$ cat config.mk
export PLATFORM = sky130hd
export DESIGN_NAME = data_cache
export DESIGN_NICKNAME = d
export VERILOG_FILES = /design/src/rtl/data_cache_pkg.sv /design/src/rtl/data_cache_store.sv /design/src/rtl/data_cache.sv
export SDC_FILE = /design/constraint.sdc
export NUM_CORES = 1
export LEC_CHECK = 0
export CORE_ASPECT_RATIO = 0.7
export CORE_MARGIN = 2
export CORE_UTILIZATION = 50
export CTS_CLUSTER_SIZE = 8
export DETAILED_ROUTE_END_ITERATION = 10
export PLACE_DENSITY = 0.72
export REMOVE_ABC_BUFFERS = 1
export SETUP_SLACK_MARGIN = 0.02
export SLEW_MARGIN = 20
export SYNTH_ARGS = -nofsm -noshare
export SYNTH_HDL_FRONTEND = slang
export SYNTH_HIERARCHICAL = 1
export SYNTH_SLANG_ARGS = --single-unit
$ cat constraint.sdc
create_clock -name clk -period 13.7 [get_ports clk]
set_clock_uncertainty 0.1 [all_clocks]
set_input_delay 2.74 -clock clk [delete_from_list [all_inputs] [get_ports clk]]
set_output_delay 2.74 -clock clk [all_outputs]
set_load 0.005 [all_outputs]
$ cat src/rtl/data_cache_pkg.sv
// Shared types and widths for the direct-mapped write-back data cache.
package data_cache_pkg;

  localparam int TAG_W    = 3;
  localparam int INDEX_W  = 3;
  localparam int OFFSET_W = 1;
  localparam int WORD_W   = 16;
  localparam int ADDR_W   = 7;

  // Miss-handling FSM. GAP drops both mem requests for one cycle so the
  // memory sees a fresh request edge for every word.
  typedef enum logic [2:0] {
    IDLE       = 3'd0,
    WB_REQ     = 3'd1,
    WB_WAIT    = 3'd2,
    GAP        = 3'd3,
    FETCH_REQ  = 3'd4,
    FETCH_WAIT = 3'd5
  } cache_state_t;

endpackage

$ cat src/rtl/data_cache_store.sv
// Line storage: valid/dirty bits (async clear) plus tag and data arrays.
// One combinational whole-line read port, one synchronous write port that
// can update a single data word and/or the line metadata.
module data_cache_store
  import data_cache_pkg::*;
#(
  parameter int LINES = 8,
  parameter int WORDS = 2,
  parameter int TW    = 3,
  parameter int IW    = $clog2(LINES),
  parameter int OW    = $clog2(WORDS)
) (
  input  logic                         clk,
  input  logic                         rst,
  input  logic [IW-1:0]                rd_index,
  output logic                         rd_valid,
  output logic                         rd_dirty,
  output logic [TW-1:0]                rd_tag,
  output logic [WORDS-1:0][WORD_W-1:0] rd_data,
  input  logic                         we_data,
  input  logic                         we_meta,
  input  logic [IW-1:0]                wr_index,
  input  logic [OW-1:0]                wr_offset,
  input  logic [WORD_W-1:0]            wr_data,
  input  logic                         wr_valid,
  input  logic                         wr_dirty,
  input  logic [TW-1:0]                wr_tag
);

  logic [LINES-1:0]              valid_q;
  logic [LINES-1:0]              dirty_q;
  logic [TW-1:0]                 tag_q  [LINES];
  logic [WORDS-1:0][WORD_W-1:0]  data_q [LINES];

  // Status bits: cleared asynchronously so reset invalidates every line.
  always_ff @(posedge clk or posedge rst) begin
    if (rst) begin
      valid_q <= '0;
      dirty_q <= '0;
    end else if (we_meta) begin
      valid_q[wr_index] <= wr_valid;
      dirty_q[wr_index] <= wr_dirty;
    end
  end

  // Tag and data contents carry no reset; they are meaningless until valid.
  always_ff @(posedge clk) begin
    if (we_meta) tag_q[wr_index] <= wr_tag;
    if (we_data) data_q[wr_index][wr_offset] <= wr_data;
  end

  assign rd_valid = valid_q[rd_index];
  assign rd_dirty = dirty_q[rd_index];
  assign rd_tag   = tag_q[rd_index];
  assign rd_data  = data_q[rd_index];

endmodule

$ cat src/rtl/data_cache.sv
// Direct-mapped, write-back, write-allocate data cache.
// CPU side: a request is cpu_read ^ cpu_write; cpu_busy_wait high means the
// request has not completed and the CPU must hold address/data/request.
// A request completes at the first posedge where cpu_busy_wait is low.
// Memory side: mem_read/mem_write are levels held until the first posedge
// with mem_busy_wait low; a one-cycle gap separates successive words.
module data_cache
  import data_cache_pkg::*;
#(
  parameter int LINES = 8,
  parameter int WORDS = 2
) (
  input  logic                clk,
  input  logic                rst,
  input  logic                cpu_read,
  input  logic                cpu_write,
  input  logic [ADDR_W-1:0]   cpu_address,
  input  logic [WORD_W-1:0]   cpu_write_data,
  output logic [WORD_W-1:0]   cpu_read_data,
  output logic                cpu_busy_wait,
  output logic                mem_read,
  output logic                mem_write,
  output logic [ADDR_W-1:0]   mem_address,
  output logic [WORD_W-1:0]   mem_write_data,
  input  logic [WORD_W-1:0]   mem_read_data,
  input  logic                mem_busy_wait,
  output logic [2:0]          dbg_state
);

  localparam int IW = $clog2(LINES);
  localparam int OW = $clog2(WORDS);
  localparam int TW = ADDR_W - IW - OW;

  cache_state_t state;
  logic [OW-1:0] word_cnt;
  logic [TW-1:0] lat_tag;
  logic [IW-1:0] lat_index;
  logic          gap_to_fetch;

  logic [TW-1:0] cpu_tag;
  logic [IW-1:0] cpu_index;
  logic [OW-1:0] cpu_offset;
  logic          req, hit, read_hit, write_hit, last_word;

  logic [IW-1:0]               st_rd_index;
  logic                        st_valid, st_dirty;
  logic [TW-1:0]               st_tag;
  logic [WORDS-1:0][WORD_W-1:0] st_data;
  logic                        st_we_data, st_we_meta;
  logic [IW-1:0]               st_wr_index;
  logic [OW-1:0]               st_wr_offset;
  logic [WORD_W-1:0]           st_wr_data;
  logic                        st_wr_valid, st_wr_dirty;
  logic [TW-1:0]               st_wr_tag;

  assign cpu_tag    = cpu_address[ADDR_W-1 -: TW];
  assign cpu_index  = cpu_address[OW +: IW];
  assign cpu_offset = cpu_address[OW-1:0];

  // While a miss is in flight only the latched index addresses the store.
  assign st_rd_index = (state == IDLE) ? cpu_index : lat_index;

  assign req       = cpu_read ^ cpu_write;
  assign hit       = st_valid && (st_tag == cpu_tag);
  assign read_hit  = (state == IDLE) && cpu_read && !cpu_write && hit;
  assign write_hit = (state == IDLE) && cpu_write && !cpu_read && hit && !mem_busy_wait;
  assign last_word = (word_cnt == OW'(WORDS - 1));

  assign cpu_read_data = read_hit ? st_data[cpu_offset] : '0;
  assign cpu_busy_wait = (state != IDLE) || (req && (!hit || mem_busy_wait));
  assign dbg_state     = state;

  data_cache_store #(
    .LINES(LINES), .WORDS(WORDS), .TW(TW), .IW(IW), .OW(OW)
  ) u_store (
    .clk       (clk),
    .rst       (rst),
    .rd_index  (st_rd_index),
    .rd_valid  (st_valid),
    .rd_dirty  (st_dirty),
    .rd_tag    (st_tag),
    .rd_data   (st_data),
    .we_data   (st_we_data),
    .we_meta   (st_we_meta),
    .wr_index  (st_wr_index),
    .wr_offset (st_wr_offset),
    .wr_data   (st_wr_data),
    .wr_valid  (st_wr_valid),
    .wr_dirty  (st_wr_dirty),
    .wr_tag    (st_wr_tag)
  );

  // Store write port: CPU write hits in IDLE, refill words in FETCH_WAIT.
  always_comb begin
    st_we_data   = 1'b0;
    st_we_meta   = 1'b0;
    st_wr_index  = cpu_index;
    st_wr_offset = cpu_offset;
    st_wr_data   = cpu_write_data;
    st_wr_valid  = 1'b1;
    st_wr_dirty  = 1'b1;
    st_wr_tag    = cpu_tag;
    if (write_hit) begin
      st_we_data = 1'b1;
      st_we_meta = 1'b1;
    end else if (state == FETCH_WAIT && !mem_busy_wait) begin
      st_we_data   = 1'b1;
      st_we_meta   = last_word;
      st_wr_index  = lat_index;
      st_wr_offset = word_cnt;
      st_wr_data   = mem_read_data;
      st_wr_dirty  = 1'b0;
      st_wr_tag    = lat_tag;
    end
  end

  // Miss FSM; every mem output is a register updated on state entry.
  always_ff @(posedge clk or posedge rst) begin
    if (rst) begin
      state          <= IDLE;
      word_cnt       <= '0;
      lat_tag        <= '0;
      lat_index      <= '0;
      gap_to_fetch   <= 1'b0;
      mem_read       <= 1'b0;
      mem_write      <= 1'b0;
      mem_address    <= '0;
      mem_write_data <= '0;
    end else begin
      case (state)
        IDLE: begin
          word_cnt <= '0;
          if (req && !hit && !mem_busy_wait) begin
            lat_tag   <= cpu_tag;
            lat_index <= cpu_index;
            if (st_valid && st_dirty) begin
              state          <= WB_REQ;
              mem_write      <= 1'b1;
              mem_address    <= {st_tag, cpu_index, OW'(0)};
              mem_write_data <= st_data[0];
            end else begin
              state       <= FETCH_REQ;
              mem_read    <= 1'b1;
              mem_address <= {cpu_tag, cpu_index, OW'(0)};
            end
          end
        end
        WB_REQ: state <= WB_WAIT;
        WB_WAIT: begin
          if (!mem_busy_wait) begin
            mem_write    <= 1'b0;
            state        <= GAP;
            gap_to_fetch <= last_word;
            word_cnt     <= last_word ? '0 : word_cnt + 1'b1;
          end
        end
        GAP: begin
          if (gap_to_fetch) begin
            state       <= FETCH_REQ;
            mem_read    <= 1'b1;
            mem_address <= {lat_tag, lat_index, word_cnt};
          end else begin
            state          <= WB_REQ;
            mem_write      <= 1'b1;
            mem_address    <= {st_tag, lat_index, word_cnt};
            mem_write_data <= st_data[word_cnt];
          end
        end
        FETCH_REQ: state <= FETCH_WAIT;
        FETCH_WAIT: begin
          if (!mem_busy_wait) begin
            mem_read <= 1'b0;
            if (last_word) begin
              state    <= IDLE;
              word_cnt <= '0;
            end else begin
              state        <= GAP;
              gap_to_fetch <= 1'b1;
              word_cnt     <= word_cnt + 1'b1;
            end
          end
        end
        default: state <= IDLE;
      endcase
    end
  end

endmodule
==> reports/qor.txt <==
core area = 0.02769 mm2
ANT cells = 0
via count = 7480
max frequency = 0.09638 GHz
Hold Crit Start = mem_address[5]
Pint = 0.002481 W
Max Root-Sink Buffers = 3
Worst Setup Start Kind = primary input
drt initial violations = 710
Mapped Cells = 732
most used routing layer = met2
Min Clock Period, post-route = 10.38 ns
M1 GR Usage = 0.3156
Worst-path clk slew = 0.05 ns
R2R setup slack = 7.21 ns
Root Buffer Master = clkbuf_16
Buffers on Ports = 88
Lkg Pwr = 5.755 nW
ANT nets after route = 0
met2 GRT Util = 0.3358
Fillers = 1980
Worst Path Class, Setup = primary input to output port
origin of the critical flop-to-flop path = dbg_state[0]
Crit Path Max Fanout = 46
GP Congestion = 0.7941
global-route wire length before repair = 46700 um
max-cap violations = 0
Die Ht = 144.0 um
Cell Area, Synth = 0.01400 mm2
Clk Latency, worst-skew pair = 0.54 ns
Final Max Slew Viols = 0
PwrDens = 206.2 mW/mm2
Ports = 89
Async SR Flop Fraction = 0.1566
FF+latch area = 0.009709 mm2
final setup violation count = 0
Pre-antenna DRT Iters = 5
Slew HR = 0.3449
vias in the first global route = 7617
dpl hpwl = 17830 um
Clk pwr share = 0.312
Post-CTS Setup Inserts = 0
Die Wd = 204.0 um
die area = 0.02939 mm2
cts hold-fix bufs = 0
Crit. End Element = output port
via-per-instance ratio = 5.908
setup slack after layout = 3.324 ns
gr usage total = 0.2180
CTS buffer count = 47
total gr overflow = 0
P_sw = 0.0009663 W
worst slew pin tran = 0.9813 ns
Seq pwr share = 0.361
synth warn = 6
commonest non-fill, non-tap cell in the layout = edfxtp_1
status = completed
Rows = 51
worst min path class = flop to flop
pre-CTS setup slack = 3.361 ns
share of cells above drive strength 1 = 0.3117
most frequent cells in the layout = edfxtp_1, mux2_2, clkdlybuf4s50_1
Sw Ratio = 0.2803
Seq/Total Area, Yosys = 0.6933
number of enable flip-flop cells after synthesis = 280
Primary FF master, synth = edfxtp_1
CP startpoint = cpu_address[3]
met3 GRT Util = 0.05318
DRC violations left = 0
cell area after placement = 0.01533 mm2
cts repair resizes = 0
unrepaired setup endpoints after global routing = false
total wire length = 30930 um
Final Cycle Share = 0.7574
Fin Hold WS = 0.4022 ns
nets = 901
TritonCTS clock tree = yes
area occupied by multi-input gates = 0.004054 mm2
Setup TNS = 0 ns
Yosys reg bits = 332
Avg WL per Cell = 24.43 um
initial antenna violation count = 0
final total power = 0.003448 W
maximum vdd ir drop = 0.0001290 V
Finished Cell Area = 0.01672 mm2
final count of hold timing violations = 0
Worst EP required = 10.86 ns
Synth cell types = 48
Synth Area per Inst = 19.13 um2
Logic pwr share = 0.327
P&R area growth vs syn = 19.40%
pin count of the biggest net entering global routing = 47
H-tree levels = 2
Starting Density = 0.5057
WP data arrival = 7.54 ns
Sink Count = 332
[per-stage QoR]
| step | cells | utilization |
|---|---|---|
| final | 1266 | 0.6038 |
| after global placement | 1179 | 0.5534 |
| after detailed placement | 1179 | 0.5534 |
| after global routing | 1266 | 0.6038 |
| after floorplan | 698 | - |
| after CTS | 1266 | 0.6038 |
[power groups by stage]
stage               Combinational (W)  Clock, W  Sequential [W]
global route                  0.00122   0.00115         0.00125
detailed placement            0.00113         0         0.00126
finish                        0.00113   0.00108         0.00124
CTS                           0.00114   0.00110         0.00124
floorplan                    0.000893         0         0.00125
global placement              0.00111         0         0.00125
[sequential cells by signal, indices dropped and copies added, names as in the netlist, 3 cells and up]
name,flops
dbg_state,3
mem_write_data,16
mem_address,7
lat_index,3
lat_tag,3
u_store/dirty_q,8
u_store/tag_q,24
u_store/data_q,256
u_store/valid_q,8
[logic make-up after synthesis]
logic type	count (synthesis)	share of synthesized area
AOI/OAI and AO/OA	36	0.01796
DFF	332	0.6933
other	1	0.0002678
muxes	207	0.2271
and+or+nand+nor	97	0.03761
buffers and inverters	55	0.02126
xor gates and xnor gates	4	0.002501
[synthesized netlist by cell type, types with 6 or more instances]
| cell | number | share of area |
|---|---|---|
| nand2_1 | 15 | 0.0040 |
| o21ai_0 | 9 | 0.0032 |
| buf_6 | 10 | 0.0080 |
| a21oi_1 | 8 | 0.0029 |
| mux2_2 | 106 | 0.085 |
| nand3_1 | 6 | 0.0021 |
| mux2i_1 | 17 | 0.012 |
| inv_1 | 13 | 0.0035 |
| mux4_2 | 74 | 0.12 |
| buf_2 | 12 | 0.0043 |
| dfrtp_1 | 52 | 0.093 |
| nor2_1 | 36 | 0.0096 |
| mux2_4 | 10 | 0.011 |
| edfxtp_1 | 280 | 0.60 |
| clkbuf_1 | 13 | 0.0035 |
[final timing paths]
path                                         end  depth (start not counted)
hold / removal                    mem_address[5]                          1
hold reg to reg                   mem_address[5]                          1
setup / recovery                cpu_read_data[9]                         11
max in group asynchronous           gap_to_fetch                          2
setup reg to reg           u_store/data_q[0][21]                         13
min in group asynchronous     u_store/valid_q[2]                          2
[critical path: stages]
cell and delay [ns]:
clkdlybuf4s50_1 0.54, nand2_1 0.10, nand2_2 0.63, buf_4 0.67
mux4_2 0.41, mux2_2 0.30, xnor2_1 0.15, nand4_1 0.45
or4_4 0.80, nor2_1 0.20, clkdlybuf4s50_1 0.51
[layout make-up]
cell class / instances / area share
clock buffers: 86 / 0.08164
clock inverters: 1 / 0.001796
inverters: 14 / 0.003143
multi-input cells: 352 / 0.2424
flip-flops and latches: 332 / 0.5807
well taps: 371 / 0.02776
repair buffers: 110 / 0.06256
[layer usage]
metal | routed length, um | up-vias
met2 | 14540 | 333
met1 | 13420 | 3915
met4 | 369 | 0
li1 | - | 3199
met3 | 2593 | 33
met5 | 0 | -
Note: power is estimated with default switching activity, not from simulation.
==> edit (same settings) <==
`ADDR_W`: 7 -> 9.
--- a/src/rtl/data_cache_pkg.sv
+++ b/src/rtl/data_cache_pkg.sv
@@ -5,7 +5,7 @@
   localparam int INDEX_W  = 3;
   localparam int OFFSET_W = 1;
   localparam int WORD_W   = 16;
-  localparam int ADDR_W   = 7;
+  localparam int ADDR_W   = 9;
 
   // Miss-handling FSM. GAP drops both mem requests for one cycle so the
   // memory sees a fresh request edge for every word.
Interface: changed (resized cpu_address and mem_address); port bits go from 89 to 93. The function was not compared with the original's and may differ.
==> edit against the original RTL <==
Synthesized area is 5.7% higher. Sequential cell count is 20 higher. Power is 4.0% higher. Final cell count is 9.6% higher. Routed wire length is 5.8% higher. Sequential power is 6% higher. Fmax is 2.1% higher. Setup slack better by 0.21 ns. Critical path depth is 1 higher. Critical endpoint is now cpu_read_data[14]. First-iteration DRC count is 4.8% higher. Cell area is 5.8% higher.
==> edit: results (changes against the original RTL) <==
Synth
The proportion of synthesized chip area in sequential cells is 69.5% (was 69.3%). The compound-cell area share of the yosys netlist is 2.48% (was 1.80%). Commonest cells post-synth: 296 x sky130_fd_sc_hd__edfxtp_1, 96 x sky130_fd_sc_hd__nand2_1, 78 x sky130_fd_sc_hd__mux4_2, 56 x sky130_fd_sc_hd__dfrtp_1, 49 x sky130_fd_sc_hd__nor2_1 (was 280 x sky130_fd_sc_hd__edfxtp_1, 106 x sky130_fd_sc_hd__mux2_2, 74 x sky130_fd_sc_hd__mux4_2, 52 x sky130_fd_sc_hd__dfrtp_1, 36 x sky130_fd_sc_hd__nor2_1). The xor-xnor portion of the synthesized cell area is 0.355% (was 0.250%).

The count of flip-flops with a built-in enable after synthesis is 296 (was 280). The async set-or-reset flop fraction in the synthesized netlist is 15.9% (was 15.7%). The multiplexer area fraction after synthesis was 19.7% (was 22.7%). Cells taking the most area after synthesis: sky130_fd_sc_hd__edfxtp_1 60%, sky130_fd_sc_hd__mux4_2 12%, sky130_fd_sc_hd__dfrtp_1 9.5%, sky130_fd_sc_hd__mux2_2 3.1%, sky130_fd_sc_hd__mux2_4 2.5% (was sky130_fd_sc_hd__edfxtp_1 60%, sky130_fd_sc_hd__mux4_2 12%, sky130_fd_sc_hd__dfrtp_1 9.3%, sky130_fd_sc_hd__mux2_2 8.5%, sky130_fd_sc_hd__mux2i_1 1.2%).

Worst setup path
The capture instance of the worst register-to-register path is u_store/dirty_q[0] (was u_store/data_q[0][21]). The slack of the worst reg-to-reg path is 7.06 ns (was 7.21 ns). The cell type of the slowest stage on the worst timing path is sky130_fd_sc_hd__buf_4 (was sky130_fd_sc_hd__or4_4). The largest fanout of any net on the critical path is 51 (was 46). The origin of the critical flop-to-flop path is dbg_state[2] (was dbg_state[0]).

The termination of the worst setup path is cpu_read_data[14] (was cpu_read_data[9]).

Route
The iteration-0 DRC count of the detailed router was 744 (was 710). The wire length per cell after detailed routing is 23.6 um (was 24.4 um).

Outcome
Outcome: complete, no violations (unchanged).

Global route
The number of global-route vias before repair is 8073 (was 7617). The wire length of the first global-routing pass came to 49300 um (was 46700 um). The global router's overall resource usage is 21.7% (was 21.8%).

The maximum number of pins on one net before global-route repair came to 52 (was 47).

Power and ir drop
The leakage power came to 0.00631 uW (was 0.00576 uW). The internal power contribution was 2580 uW (was 2480 uW). The worst ir drop on vdd is 0.000131 V (was 0.000129 V).

Finish
Largest registers: u_store/data_q x256, u_store/tag_q x40, mem_write_data x16 (was u_store/data_q x256, u_store/tag_q x24, mem_write_data x16). The number of inserted filler cells in the final layout is 2063 (was 1980). The share of cells above drive strength 1 is 25.3% (was 31.2%).

Placement
The number of port buffers was 92 (was 88). The post-detailed-placement half-perimeter wirelength was 19700 um (was 17800 um). The final weighted congestion in routability-driven placement came to 0.821 (was 0.794).

STA
The worst slew margin relative to its limit is 25.5% (was 34.5%).

Hold path
The launch point of the worst hold path was mem_write_data[0] (was mem_address[5]).

CTS
The total CTS buffers came to 49 (was 47).
[edit: power groups by stage]
stage	combinational (uW)	sequential, uW	clock (uW)
finish	1150	1320	1110
global route	1250	1330	1180
CTS	1160	1320	1130
floorplan	1050	1330	0
global placement	1140	1340	0
detailed placement	1150	1340	0
[edit: routing by layer]
| layer | part of all wire, % | wire (um) | vias up | GRT usage (%) |
|---|---|---|---|---|
| li1 | - | - | 3540 | - |
| met1 | 45 | 14600 | 4084 | 31.6 |
| met2 | 47 | 15500 | 303 | 34.0 |
| met3 | 7.0 | 2300 | 33 | 4.80 |
| met4 | 1.0 | 340 | 0 | 4.82 |
| met5 | 0 | 0 | - | 0 |
[edit: worst min-delay path by stage]
stage / to / slack [ns] / cells past startpoint
finish: mem_write_data[0] / 0.37 / 2
global route: mem_write_data[0] / 0.39 / 2
CTS: mem_write_data[6] / 0.38 / 2
detailed placement: mem_write_data[6] / 0.37 / 2
global placement: mem_write_data[13] / 0.36 / 2
floorplan: mem_write_data[0] / 0.37 / 2
[edit: critical path, delay by kind of cell]
family / cells / cell delay, ns
buf+inv: 4 / 1.85
simple gates: 4 / 1.50
mux: 2 / 0.91
compound gates: 1 / 0.15
xor+xnor: 1 / 0.15
[edit: stage by stage]
stage                     instances  setup slack, ns  TNS, ns  instance area [sq um]
after global placement         1294             3.52        0                  16200
after floorplan                 800            -3.76  -867.65                  14600
after CTS                      1386             3.43        0                  17700
after global routing           1387             3.17        0                  17700
final                          1387             3.53        0                  17700
after detailed placement       1294             3.44        0                  16200
[edit: area by class of cell]
class,count,share of cell area [%]
Sequential cell,352,58.2
Multi-Input combinational cell,437,24.4
Clock buffer,91,8.06
Timing Repair Buffer,117,6.38
Tap cell,378,2.67
Inverter,11,0.240
Clock inverter,1,0.0495
